[config.mk]
export PLATFORM = sky130hd
export DESIGN_NAME = popcount_pipe_flat
export DESIGN_NICKNAME = d
export VERILOG_FILES = /design/src/rtl/popcount_pipe_if.sv /design/src/rtl/popcount_pipe.sv /design/src/flat_wrapper.sv
export SDC_FILE = /design/constraint.sdc
export NUM_CORES = 1
export LEC_CHECK = 0
export CORE_MARGIN = 2
export CORE_UTILIZATION = 55
export DETAILED_ROUTE_END_ITERATION = 7
export PLACE_DENSITY = 0.85
export SYNTH_ARGS = -nofsm -noshare
export SYNTH_HDL_FRONTEND = slang
export SYNTH_SLANG_ARGS = --single-unit
[constraint.sdc]
create_clock -name clk -period 2.44 [get_ports clk]
set_clock_uncertainty 0.2 [all_clocks]
set_input_delay 0.366 -clock clk [delete_from_list [all_inputs] [get_ports clk]]
set_output_delay 0.366 -clock clk [all_outputs]
set_load 0.05 [all_outputs]
[src/rtl/popcount_pipe_if.sv]
// Stream interface for the pipelined population counter: input beat side,
// output count side, each with its own valid/ready pair.
interface popcount_pipe_if #(
    parameter int NUM_INPUTS = 8
);
    localparam int SUM_WIDTH = $clog2(NUM_INPUTS + 1);

    logic [NUM_INPUTS-1:0] in_bits;
    logic                  in_last;
    logic                  in_valid;
    logic                  in_ready;
    logic [SUM_WIDTH-1:0]  sum;
    logic                  out_last;
    logic                  out_valid;
    logic                  out_ready;

    modport master (
        output in_bits, in_last, in_valid, out_ready,
        input  in_ready, sum, out_last, out_valid
    );

    modport slave (
        input  in_bits, in_last, in_valid, out_ready,
        output in_ready, sum, out_last, out_valid
    );
endinterface

[src/rtl/popcount_pipe.sv]
// Pipelined population counter: registered binary adder tree, one register
// stage per tree level, all stages advancing together under one enable.
module popcount_pipe #(
    parameter int NUM_INPUTS = 8
) (
    input  logic          clk,
    input  logic          rst_n,
    popcount_pipe_if.slave bus
);
    localparam int SUM_WIDTH = $clog2(NUM_INPUTS + 1);
    localparam int LATENCY   = $clog2(NUM_INPUTS);

    if (NUM_INPUTS < 2 || NUM_INPUTS > 64) begin : g_bad_param
        $error("popcount_pipe: NUM_INPUTS must be within 2..64");
    end

    // Number of nodes at tree level k is ceil(NUM_INPUTS / 2^k).
    function automatic int level_count(input int k);
        return (NUM_INPUTS + (1 << k) - 1) >> k;
    endfunction

    logic adv;
    logic out_valid_q;

    assign adv          = !out_valid_q || bus.out_ready;
    assign bus.in_ready = adv;

    genvar k, j;
    for (k = 1; k <= LATENCY; k++) begin : g_lvl
        localparam int NP = level_count(k - 1);
        localparam int NC = level_count(k);
        localparam int WP = k;
        localparam int WC = k + 1;

        logic [NP*WP-1:0] prev;
        logic             prev_vld;
        logic             prev_last;
        logic [NC*WC-1:0] nxt;
        logic [NC*WC-1:0] q;
        logic             vld_q;
        logic             last_q;

        if (k == 1) begin : g_src_in
            assign prev      = bus.in_bits;
            assign prev_vld  = bus.in_valid;
            assign prev_last = bus.in_last;
        end else begin : g_src_lvl
            assign prev      = g_lvl[k-1].q;
            assign prev_vld  = g_lvl[k-1].vld_q;
            assign prev_last = g_lvl[k-1].last_q;
        end

        for (j = 0; j < NC; j++) begin : g_node
            if (2 * j + 1 < NP) begin : g_pair
                assign nxt[j*WC +: WC] = WC'(prev[2*j*WP +: WP])
                                       + WC'(prev[(2*j+1)*WP +: WP]);
            end else begin : g_pass
                assign nxt[j*WC +: WC] = WC'(prev[2*j*WP +: WP]);
            end
        end

        // Bubbles load zeros so don't-care input data never reaches the output.
        always_ff @(posedge clk) begin
            if (!rst_n) begin
                q      <= '0;
                vld_q  <= 1'b0;
                last_q <= 1'b0;
            end else if (adv) begin
                q      <= prev_vld ? nxt : '0;
                vld_q  <= prev_vld;
                last_q <= prev_vld & prev_last;
            end
        end
    end

    // The last tree level may be one bit wider than the count ever needs.
    if (LATENCY + 1 > SUM_WIDTH) begin : g_trunc
        logic unused_hi;
        assign unused_hi = ^g_lvl[LATENCY].q[LATENCY:SUM_WIDTH];
    end

    assign out_valid_q   = g_lvl[LATENCY].vld_q;
    assign bus.out_valid = out_valid_q;
    assign bus.out_last  = g_lvl[LATENCY].last_q;
    assign bus.sum       = g_lvl[LATENCY].q[SUM_WIDTH-1:0];
endmodule

[src/flat_wrapper.sv]
// flat-port wrapper written by rule: the top's interface ports become plain ports
module popcount_pipe_flat 
#(
    parameter int NUM_INPUTS = 8
)
  (clk, rst_n, bus_in_bits, bus_in_last, bus_in_valid, bus_out_ready, bus_in_ready, bus_sum, bus_out_last, bus_out_valid);
  popcount_pipe_if #(.NUM_INPUTS(NUM_INPUTS)) bus_i ();
  input  logic clk;
  input  logic rst_n;
  input wire logic [$bits(bus_i.in_bits)-1:0] bus_in_bits;
  input wire logic [$bits(bus_i.in_last)-1:0] bus_in_last;
  input wire logic [$bits(bus_i.in_valid)-1:0] bus_in_valid;
  input wire logic [$bits(bus_i.out_ready)-1:0] bus_out_ready;
  output wire logic [$bits(bus_i.in_ready)-1:0] bus_in_ready;
  output wire logic [$bits(bus_i.sum)-1:0] bus_sum;
  output wire logic [$bits(bus_i.out_last)-1:0] bus_out_last;
  output wire logic [$bits(bus_i.out_valid)-1:0] bus_out_valid;
  assign bus_i.in_bits = bus_in_bits;
  assign bus_i.in_last = bus_in_last;
  assign bus_i.in_valid = bus_in_valid;
  assign bus_i.out_ready = bus_out_ready;
  assign bus_in_ready = bus_i.in_ready;
  assign bus_sum = bus_i.sum;
  assign bus_out_last = bus_i.out_last;
  assign bus_out_valid = bus_i.out_valid;
  popcount_pipe #(.NUM_INPUTS(NUM_INPUTS)) u_core (.clk(clk), .rst_n(rst_n), .bus(bus_i));
endmodule
==> results of run 1 <==
-- synth_stat cells --
library cell,number
nor2b_4,1
a21boi_0,4
buf_6,1
fa_1,3
o21ai_1,1
nand3b_1,4
a21o_1,1
a21oi_1,1
nand2_1,24
inv_1,6
nand3_1,18
buf_4,2
xor2_1,1
o21a_1,1
a21boi_1,18
buf_2,2
inv_8,1
dfxtp_1,24
ha_1,9
buf_12,2
clkbuf_1,2
-- cell families after synthesis --
logic type,after synthesis
buffers and inverters,16
adders and majority gates,12
AOI/OAI and AO/OA,26
and+or+nand+nor,47
xor gates and xnor gates,1
DFF,24
-- worst paths after layout --
kind                       endpoint  slack [ns]
setup / recovery         bus_sum[3]        0.40
hold / removal    u_core.bus.sum[0]        0.26
setup reg to reg  u_core.bus.sum[2]        0.84
hold reg to reg   u_core.bus.sum[0]        0.26
-- flip-flops by register name (all words and copies together), names as in the netlist --
register,count
u_core.g_lvl.q,14
u_core.bus.sum,4
u_core.g_lvl.last_q,2
u_core.g_lvl.vld_q,2
u_core.bus.out_last,1
u_core.bus.out_valid,1
-- power by group through the flow --
stage	sequential (mW)	clock [mW]	combinational (mW)
2_1_floorplan	0.418	0	0.0448
3_3_place_gp	0.419	0	0.0697
3_5_place_dp	0.419	0	0.0715
4_1_cts	0.411	0.291	0.0714
5_1_grt	0.412	0.309	0.0796
6_report	0.411	0.286	0.0705
-- through the flow --
stage / setup slack, ns / cells
global route: 0.353 / 169
CTS: 0.390 / 169
finish: 0.402 / 169
floorplan: 0.714 / 126
global placement: 0.585 / 165
detailed placement: 0.583 / 165
-- layout make-up --
class / instances / share of cell area [%]
clock buffers: 3 / 1.61
clock inverters: 1 / 2.15
inverters: 7 / 2.42
multi-input cells: 86 / 42.6
flip-flops and latches: 24 / 34.3
well taps: 27 / 2.42
repair buffers: 21 / 14.5
-- per-layer routing --
| layer | vias up | track usage, % | part of all wire, % |
|---|---|---|---|
| met5 | - | 0 | 0 |
| met4 | 0 | 6.76 | 1.9 |
| met3 | 4 | 2.98 | 4.8 |
| met2 | 23 | 28.1 | 47 |
| met1 | 414 | 22.3 | 46 |
| li1 | 455 | - | - |
==> run_results.csv, run 1 <==
group,metric,value,unit
outcome,outcome,"finished, final reports clean",
route,vias,896,
layout,fillers,166,
critical_path,worst-setup-path-type,"flip-flop to primary output",
layout,antenna_cells,0,
hold_path,holdCritPathClass,"flip-flop to flip-flop",
pwr,p_per_area,549,nW/um2
layout,multi_input_comb_area,596,um2
layout,area_delta_synth_final,17.2,%
die,coreArea,2000,um2
route,first_iter_violations,9,
layout,drive_above_1_share,6.34,%
cts,cts_tree,"built",
layout,final_cell_mix,"nand2_1 (24), dfxtp_1 (24), nand3_1 (18), a21boi_1 (18), clkdlybuf4s50_1 (18)",
timing,setup_viol,0,
cts,cts_max_level,1,
yosys,post_synth_num_cell_types,21,
timing,rsz0062_at_grt,"false",
critical_path,cp.depth,1,
layout,seqCellArea,480,um2
route,wl,1930,um
pwr,power.net_switching,0.160,mW
cts,clk_pin_slew,0.14,ns
critical_path,cpPeakStageDelay,0.80,ns
timing,whs,0.257,ns
timing,final.setup.tns,0,ns
placement,post-dp-hpwl,1390,um
yosys,synth_area_leaders,"dfxtp_1 (40%), a21boi_1 (11%), ha_1 (9.4%)",
yosys,synth_top_family_by_area,"simple AND/OR/NAND/NOR gates",
cts,hold_buffers,0,
layout,fin_area,1400,um2
die,fp.dieArea,2560,um2
critical_path,cp_slowest_cell,"clkdlybuf4s50_1",
yosys,synthMuxAreaShare,0,%
yosys,synth_compound_area_share,15.9,%
yosys,synthAdderAreaFrac,14.5,%
cts,cts_max_path_buffers,2,
cts,cts_setup_buffers,0,
pwr,intPower,0.607,mW
pwr,p_clk_share,37.3,%
critical_path,start_kind,"flip-flop",
yosys,ys.warnings.count,0,
yosys,syn_inst,126,
cts,ctsRootBufferMaster,"clkbuf_4",
yosys,synth_top_cell_area_share,40.3,%
critical_path,rr_worst_depth,5,
hold_path,hp-start,"u_core.bus.sum[0]",
timing,drv_slew,0,
placement,port_buffers,19,
timing,period_needed,2.04,ns
pwr,seqPwrFrac,53.5,%
critical_path,cp-startpoint,"u_core.bus.sum[3]",
critical_path,crit_path_end_kind,"primary output",
route,drc_errors,0,
global_routing,grt_pass1_vias,797,
pwr,power.total,0.767,mW
pwr,power.leakage,0.532,nW
global_routing,grt.total_usage,17.1,%
critical_path,crit_buf_inv,1,
timing,fin_crit_sh,83.5,%
yosys,yosysTopAreaCell,"dfxtp_1",
die,io-pin-count,20,
route,wire_per_inst,11.4,um
timing,hold_viol,0,
critical_path,critical-path-top-delay-family,"buffers and inverters",
yosys,synth-seq-cells,24,
route,viasPerCell,5.30,
critical_path,crit_required,1.87,ns
cts,cts_resized,0,
die,die_h,50.6,um
yosys,avgSynthCellArea,9.47,um2
cts,numCtsBuffers,3,
yosys,synth_area,1190,um2
critical_path,crit_chain,"clkdlybuf4s50_1",
die,die_x,50.6,um
layout,fin_util,69.9,%
yosys,synth-simple-area-share,18.8,%
die,rows,16,
hold_path,hold_depth,2,
die,initial_core_util,59.6,%
critical_path,worstPathArrival,1.47,ns
layout,nNetsFinal,168,
critical_path,path_max_fanout,2,
yosys,synth_xor_area_share,0.734,%
pwr,p_comb_share,9.2,%
global_routing,grt_max_degree,26,
timing,worstMarginPinSlew,0.495,ns
critical_path,reg2reg_from,"u_core.g_lvl[2].q[0]",
placement,placed_cell_area,1350,um2
pwr,swShare,20.9,%
global_routing,grt_overflow_total,0,
cts,insertion_delay,0.32,ns
yosys,yosysSeqAreaShare,40.3,%
flow_run,maxCapViolations,0,
timing,max_freq,491,MHz
global_routing,grt_pass1_wl,3390,um
placement,globalplace.congestion,0.773,
cts,clock-sinks,24,
pwr,peakVddDrop,0.385,mV
route,ant_nets,0,
global_routing,antenna_found_initial,0,
route,first_pass_iters,4,
timing,relSlewSlack,66.9,%
yosys,syn-num-nets,151,
Note: power is estimated with default switching activity, not from simulation.
==> run 2, diff against run 1 <==
--- a/config.mk
+++ b/config.mk
@@ -6,9 +6,9 @@
 export NUM_CORES = 1
 export LEC_CHECK = 0
 export CORE_MARGIN = 2
-export CORE_UTILIZATION = 55
+export CORE_UTILIZATION = 46
 export DETAILED_ROUTE_END_ITERATION = 7
-export PLACE_DENSITY = 0.85
+export PLACE_DENSITY = 0.76
 export SYNTH_ARGS = -nofsm -noshare
 export SYNTH_HDL_FRONTEND = slang
 export SYNTH_SLANG_ARGS = --single-unit
==> constraint.sdc (replaced) <==
create_clock -name clk -period 1.75 [get_ports clk]
set_clock_uncertainty 0.2 [all_clocks]
set_input_delay 0.2625 -clock clk [delete_from_list [all_inputs] [get_ports clk]]
set_output_delay 0.2625 -clock clk [all_outputs]
set_load 0.05 [all_outputs]
==> run 2 against run 1 <==
  * Hold slack better by 0.0059 ns
  * Via count is 2.6% lower
  * Combinational power is 43% higher
  * Global-route usage is 0.90 points lower
  * Final cell count is 3.0% higher
  * Largest cell class unchanged
==> run_results.csv, run 2 (synthesis gave the netlist of run 1 again) <==
group,metric,value,unit
critical_path,cp_slowest_cell,"clkdlybuf4s50_1",
global_routing,grt_max_degree,26,
pwr,power.total,1.07,mW
cts,cts_max_path_buffers,2,
critical_path,start_kind,"input port",
global_routing,grt.total_usage,16.2,%
route,viasPerCell,5.02,
global_routing,grt_pass1_vias,842,
die,die_x,54.9,um
timing,hold_viol,0,
layout,instances_no_fill,174,
die,fp.dieArea,3020,um2
cts,numCtsBuffers,3,
route,routed.top_layer,"met4",
timing,fin_crit_sh,93.6,%
pwr,intPower,0.848,mW
layout,regMostFlops,"u_core.g_lvl.q",
pwr,power.net_switching,0.221,mW
critical_path,path_max_fanout,14,
placement,globalplace.congestion,0.762,
critical_path,crit_chain,"clkdlybuf4s50_1 -> nor2b_4 -> inv_8 -> buf_4",
cts,cts_max_level,1,
layout,drive_above_1_share,11.8,%
critical_path,crit_path_end_kind,"primary output",
route,ant_nets,0,
placement,place_ws,0.109,ns
timing,worstMarginPinSlew,0.360,ns
cts,insertion_delay,0.31,ns
pwr,power.leakage,0.554,nW
timing,setup_viol,0,
cts,clock-sinks,24,
hold_path,holdCritPathClass,"flip-flop to flip-flop",
die,initial_core_util,48.2,%
die,coreArea,2480,um2
global_routing,antenna_found_initial,0,
critical_path,worstPathArrival,1.18,ns
timing,period_needed,1.64,ns
pwr,p_clk_share,37.0,%
cts,clk_pin_slew,0.13,ns
timing,rsz0062_at_grt,"false",
timing,relSlewSlack,75.9,%
layout,fin_util,56.6,%
route,wl_met2,943,um
route,drc_errors,0,
critical_path,worst-setup-path-type,"input port to primary output",
cts,hold_buffers,0,
flow_run,maxCapViolations,0,
placement,post-dp-hpwl,1470,um
route,wl,1990,um
cts,ctsRootBufferMaster,"clkbuf_4",
die,die_h,54.9,um
timing,whs,0.263,ns
layout,final_cell_mix,"nand2_1 (24), dfxtp_1 (24), nand3_1 (18), a21boi_1 (18), clkdlybuf4s50_1 (12)",
route,first_pass_iters,4,
layout,antenna_cells,0,
cts,cts_tree,"built",
timing,setup_ws,0.112,ns
layout,largest_reg_flops,14,
die,rows,18,
critical_path,crit_buf_inv,3,
global_routing,grt_overflow_total,0,
timing,max_freq,611,MHz
route,routed-wl-met3,87,um
pwr,swShare,20.7,%
route,wire_per_inst,11.4,um
route,vias,873,
route,drt-met1-wl,941,um
layout,nNetsFinal,170,
placement,place_inst,170,
timing,drv_slew,0,
route,first_iter_violations,11,
pwr,peakVddDrop,0.497,mV
layout,area_delta_synth_final,17.5,%
layout,fin_area,1400,um2
pwr,p_per_area,762,nW/um2
placement,port_buffers,19,
placement,placed_cell_area,1350,um2
die,io-pin-count,20,
cts,cts_setup_buffers,0,
pwr,p_comb_share,9.4,%
pwr,seqPwrFrac,53.6,%
critical_path,cpPeakStageDelay,0.44,ns
critical_path,crit_required,1.29,ns
timing,final.setup.tns,0,ns
cts,cts_resized,0,
critical_path,critical-path-top-delay-family,"buffers and inverters",
outcome,outcome,"finished, final reports clean",
global_routing,grt_pass1_wl,3500,um
==> run 2: cell count changes in the layout (fill, tap and decap cells not counted) <==
cell | before | now
clkdlybuf4s50_1 | 18 | 12
buf_4 | 3 | 11
==> run 2: routing by layer <==
metal / global-route usage [%] / vias up
met5: 0 / -
met4: 6.10 / 0
met3: 3.23 / 2
met2: 28.0 / 16
met1: 19.8 / 400
li1: - / 455
==> run 2: path summary, 6_finish.rpt <==
path	slack [ns]	to	start	depth (start not counted)
max	0.11	bus_in_ready	bus_out_ready	4
min	0.26	u_core.g_lvl[1].q[7]	u_core.g_lvl[1].q[7]	2
min reg2reg	0.26	u_core.g_lvl[1].q[7]	u_core.g_lvl[1].q[7]	2
max reg2reg	0.15	u_core.bus.sum[2]	u_core.g_lvl[2].q[0]	5
==> run 2: layout make-up <==
class,instances,area (um2)
Multi-Input combinational cell,86,596
Fill cell,241,1070
Inverter,7,33.8
Tap cell,30,37.5
Sequential cell,24,480
Clock buffer,3,22.5
Clock inverter,1,30.0
Timing Repair Buffer,23,203
==> run 2: power groups by stage <==
stage / clock network, mW / logic (mW) / registers (mW)
2_1_floorplan: 0 / 0.0625 / 0.583
3_3_place_gp: 0 / 0.0998 / 0.584
3_5_place_dp: 0 / 0.102 / 0.585
4_1_cts: 0.406 / 0.103 / 0.572
5_1_grt: 0.430 / 0.113 / 0.575
6_report: 0.396 / 0.101 / 0.572
==> run 2: worst register-to-register path, stage by stage, from the launching register on <==
cell      delay, ns
dfxtp_1        0.34
ha_1           0.23
fa_1           0.39
xor2_1         0.16
nand3_1        0.09
a21boi_1       0.14
